<file path="src/rtl/pipe_adder.sv">
// Chunked ripple-carry adder split across STAGES registered stages with a valid/ready handshake.
// Define PIPE_ADDER_SAT_EN to clamp the sum to all ones whenever the final carry is set.
module pipe_adder #(
    parameter int WIDTH  = 8,
    parameter int STAGES = 2
) (
    input  logic             clk,
    input  logic             rst,
    input  logic             in_valid,
    output logic             in_ready,
    input  logic [WIDTH-1:0] a,
    input  logic [WIDTH-1:0] b,
    input  logic             cin,
    output logic             out_valid,
    input  logic             out_ready,
    output logic [WIDTH-1:0] sum,
    output logic             cout
);
    localparam int CW = WIDTH / STAGES;

    logic                           adv;
    logic [STAGES-1:0]              valid_q, valid_d, carry_q, carry_d;
    logic [STAGES-1:0][WIDTH-1:0]   sum_q, sum_d, a_q, a_d, b_q, b_d;

    // Inputs seen by each stage: stage 0 takes the ports, later stages take the previous stage.
    logic [STAGES-1:0]              src_v, src_c;
    logic [STAGES-1:0][WIDTH-1:0]   src_a, src_b, src_sum;
    logic [STAGES-1:0][CW:0]        part;

    assign adv      = !valid_q[STAGES-1] || out_ready;
    assign in_ready = adv;

    always_comb begin
        src_v   = '0;
        src_c   = '0;
        src_a   = '0;
        src_b   = '0;
        src_sum = '0;
        src_v[0] = in_valid;
        src_c[0] = cin;
        src_a[0] = a;
        src_b[0] = b;
        for (int i = 1; i < STAGES; i++) begin
            src_v[i]   = valid_q[i-1];
            src_c[i]   = carry_q[i-1];
            src_a[i]   = a_q[i-1];
            src_b[i]   = b_q[i-1];
            src_sum[i] = sum_q[i-1];
        end
    end

    always_comb begin
        part    = '0;
        sum_d   = '0;
        carry_d = '0;
        valid_d = '0;
        a_d     = '0;
        b_d     = '0;
        for (int i = 0; i < STAGES; i++) begin
            part[i] = {1'b0, src_a[i][i*CW +: CW]} + {1'b0, src_b[i][i*CW +: CW]}
                    + {{CW{1'b0}}, src_c[i]};
            sum_d[i]              = src_sum[i];
            sum_d[i][i*CW +: CW]  = part[i][CW-1:0];
            carry_d[i]            = part[i][CW];
            valid_d[i]            = src_v[i];
            a_d[i]                = src_a[i];
            b_d[i]                = src_b[i];
        end
`ifdef PIPE_ADDER_SAT_EN
        // Clamp in the last stage so sum stays a plain register output.
        if (carry_d[STAGES-1]) begin
            sum_d[STAGES-1] = '1;
        end
`else
`endif
    end

    always_ff @(posedge clk) begin
        if (rst) begin
            valid_q <= '0;
            carry_q <= '0;
            sum_q   <= '0;
            a_q     <= '0;
            b_q     <= '0;
        end else if (adv) begin
            valid_q <= valid_d;
            carry_q <= carry_d;
            sum_q   <= sum_d;
            a_q     <= a_d;
            b_q     <= b_d;
        end
    end

    // Last-stage operand copies are never consumed; fold them into a sink.
    logic unused_ops;
    assign unused_ops = ^{a_q[STAGES-1], b_q[STAGES-1]};

    assign out_valid = valid_q[STAGES-1];
    assign sum       = sum_q[STAGES-1];
    assign cout      = carry_q[STAGES-1];

endmodule

</file>
<file path="config.mk">
export PLATFORM = sky130hd
export DESIGN_NAME = pipe_adder
export DESIGN_NICKNAME = d
export VERILOG_FILES = /design/src/rtl/pipe_adder.sv
export SDC_FILE = /design/constraint.sdc
export NUM_CORES = 1
export LEC_CHECK = 0
export BUFFER_PORTS_ARGS = -buffer_cell sky130_fd_sc_hd__buf_2
export CAP_MARGIN = 20
export CELL_PAD_IN_SITES_DETAIL_PLACEMENT = 0
export CELL_PAD_IN_SITES_GLOBAL_PLACEMENT = 1
export CORE_MARGIN = 3
export CORE_UTILIZATION = 30
export CTS_BUF_LIST = sky130_fd_sc_hd__clkbuf_4
export DETAILED_ROUTE_END_ITERATION = 7
export PLACE_DENSITY_LB_ADDON = 0.2
export SETUP_SLACK_MARGIN = 0.2
export SLEW_MARGIN = 20
export SYNTH_ARGS = -nofsm -noshare
export SYNTH_HDL_FRONTEND = slang
export SYNTH_SLANG_ARGS = --single-unit
</file>
<file path="constraint.sdc">
create_clock -name clk -period 4.2 [get_ports clk]
set_clock_uncertainty 0.1 [all_clocks]
set_input_delay 0.42 -clock clk [delete_from_list [all_inputs] [get_ports clk]]
set_output_delay 0.42 -clock clk [all_outputs]
set_load 0.005 [all_outputs]
</file>
==> results.txt <==
The buffers plus inverters on the worst setup path came out at 3. The number of clock buffers added by TritonCTS is 3. The via count is 940. After the last flow step, the layout net total stands at 193. TritonCTS built the clock tree. The flow ran to the end, and the final reports show no timing, DRC or antenna violations. Routability-driven placement finished with a final weighted congestion of 0.7231. The relative slew slack came out at 0.6626.

In the final routed layout, each cell accounts on average for approximately 11 um. In this run the number of H-tree levels came out at 1. The die outline area came out at 4657 um^2. The largest net degree at the start of global routing is 29. Summed over all layers, the routed wires come to 2305 um. The share of the synthesized area in compound gates (AO/OA/AOI/OAI) is 0.1615. The highest clock rate is between 500 and 600 MHz. In this run the count of I/O pins placed on the die edge is 32. The length in cells of the worst reg-to-reg path is 4.

STA classifies the critical path startpoint as a flip-flop. The synthesized instance count came out at 133. The proportion of layout cells with a drive suffix above 1 is 0.2563. The count of placed standard cells including taps came out at 203. The via count normalized by instance count came out at 4.563. Setup repair after global routing left no endpoint under its margin. The sequential share of the synthesized area came out at 0.4133. In this run, synthesis produced a sequential element count of 24. The startpoint identified for the worst hold timing path is b[4].

The total setup violations reported at the end of the flow is 0. The cell area after technology mapping came out at about 1200 um^2. The estimated wirelength of the detail-placed design came out at 1693 um. The maximum root-to-sink buffer count is 2. The total count of max-transition violations in the final report was 0. The horizontal die dimension is roughly 70 um. For this run the aggregate overflow at the end of global routing stands at 0. The row count is 21. Across all setup checks in the final design, the least slack found is 2.289 ns. The tree is rooted in a clkbuf_4. The fill cell total of the finished layout is around 400. After synthesis, the largest family of logic cells by area is simple AND/OR/NAND/NOR gates. The wire length of the first global-routing pass is 4091 um.

The area of the multi-input gates is 596.8 um^2. Of the total synthesized cell area, the portion taken by XOR and XNOR cells is 0.01507. The latest clock arrival within the worst-skew pair is 0.30 ns.

The global routing usage on met1 is 0.1281. In this run the post-CTS setup repair buffer count came out at 0. The adder and majority gate portion of the synthesized area came out at 0.1335. The longest individual stage delay on the worst path came out at 0.32 ns. The synthesized netlist contains 25 unique library cells. At the placement stage, the worst setup path has a slack of 2.354 ns. The startpoint identified for the worst register-to-register timing path is carry_q[0]. The final non-filler cell total is 206. Tracing the worst setup path back leads to its startpoint at valid_q[1]. The synthesized area per cell is 8.740 um^2. The multiplexer area fraction after synthesis came out at 0. The number of global-route vias before repair is between 900 and 1k. The total of cells resized after clock tree synthesis is 0. The number of hold-repair buffers added at the cts stage is 0. In the layout the commonest cells are nand2_1 (34), buf_2 (31), dfxtp_1 (24). The count of routing violations after the opening detailed-route iteration came out at 33. The repair_antennas step left the layout with diodes totalling 0. The data arrival time of the critical path is 1.39 ns. Max-cap violations in this run came to 0. The fraction of met2 tracks used by global routing is 0.2130. The number of I/O port buffers came out at 31.

The depth of the critical timing path with buffers and inverters included came out at 4. The final cycle utilization of the critical path came out at 0.4551. The type of the worst min-delay path is input pin to flip-flop. Registers take 480.5 um^2.

Clock-pin slew was measured on the worst setup and hold paths at approximately 0.13 ns. Among cell families on the critical path, the largest total delay comes from buffers and inverters. The global routing met3 resource utilization is 0.009852. The post-placement cell area is 1326 um^2. The overall global routing resource usage came out at 0.1157. The number of antenna-violating nets in the routed design is 0.

The number of search-and-repair iterations in the first detailed-routing pass came out at 3. The count of final hold-check violations was 0. Of the total synthesized cell area, the portion taken by AND, OR, NAND and NOR gates is 0.2013. The finished cells cover about 1300 um^2. At the pin with the least slew margin, the transition time is between 0.5 and 0.6 ns.

The kind of capture point of the worst setup path is an output port. Counting instances, the worst hold path has a depth of 3. For the final routed database, the setup TNS stands at 0 ns. The leakage dissipation is 0.0006248 uW. In this run the standard cell core region covers roughly 3500 um^2. The critical path is of the flip-flop to output port type.

The number of design rule violations left after detail routing came out at 0. The clock period minus worst slack is 1.911 ns. The largest fanout on the critical path is 26. The required time of the critical path came out at 3.68 ns. The initial core utilization came out at 0.3301.

The net count after synthesis came out at 164. The area growth from synthesis to layout is 16.04%. The number of warnings printed during yosys synthesis is 0.

The die is around 70 um tall. The number of sinks on the clock net is 24. The most congested layer reported by global routing is met2.

The worst vdd rail ir drop came out at 0.1349 mV. The power density of the placed cells is 324.7 nW/um^2. The library cell used most frequently in the layout, excluding fill and tap cells, is nand2_1. The critical path goes through nor2b_2, buf_4, inv_4, buf_2.

The slowest stage of the critical path is the dfxtp_1 cell. The initial antenna violation count is 0.
[power breakdown]
part           internal (uW)  switching [uW]
Clock                   33.4            63.3
Sequential               247            10.1
Combinational           41.6            42.0
Total                    322             115
[cells in the mapped netlist]
library cell	n	area, um^2
nor2b_1	4	25.02
a21o_1	1	7.510
nand3b_1	2	15.01
dfxtp_1	24	480.5
ha_1	6	75.07
nor2_1	8	30.03
a211oi_1	2	15.01
clkbuf_1	2	7.510
buf_4	1	7.510
inv_1	6	22.52
or3_1	1	6.260
a21oi_1	19	95.09
xnor2_1	2	17.52
inv_4	1	6.260
nand3_1	2	10.01
fa_1	4	80.08
buf_2	2	10.01
nand4_1	1	6.260
nand2b_4	1	13.76
o21ai_0	2	10.01
a2111o_1	2	22.52
buf_6	3	33.78
a211oi_2	2	25.02
nand2_1	34	127.6
o211ai_2	1	12.51
[final cells by class]
class / instances / area share
Clock buffer: 3 / 0.01670
Inverter: 7 / 0.02134
Multi-Input combinational cell: 94 / 0.4425
Sequential cell: 24 / 0.3562
Tap cell: 46 / 0.04267
Timing Repair Buffer: 32 / 0.1206
[final timing paths]
kind                            endpoint  slack [ns]
worst max-delay path            in_ready        2.29
worst max register to register    sum[7]        2.52
worst min register to register    sum[4]        0.36
worst min-delay path             b_d[12]        0.24
[worst min-delay path, cell delays in order]
cell	delay, ns
buf_2	0.09
nand2_1	0.04
a21oi_1	0.05
[cells by family after synthesis]
| kind of cell | Yosys count |
|---|---|
| and+or+nand+nor | 53 |
| AOI/OAI and AO/OA | 29 |
| DFF | 24 |
| buffers and inverters | 15 |
| adders and majority gates | 10 |
| xor gates and xnor gates | 2 |
[flip-flops by register name (all words and copies together), names as in the netlist]
name     cells
a_d          4
b_d          4
carry_q      2
src_sum      4
sum          8
valid_q      2
[per-stage QoR]
step                hold WS (ns)  utilization  total power (uW)
finish                    0.2414       0.3831             437.9
global route              0.2293       0.3831             471.1
CTS                       0.2311       0.3831             446.8
detailed placement        0.3434       0.3767             349.3
global placement          0.3362       0.3767             346.6
floorplan                 0.3321            -             320.4
[layer usage]
metal / part of all wire / vias up
met3: 0.047 / 2
met1: 0.43 / 428
met2: 0.50 / 18
met5: 0 / -
li1: - / 492
met4: 0.016 / 0
(Power assumes the default switching activity.)
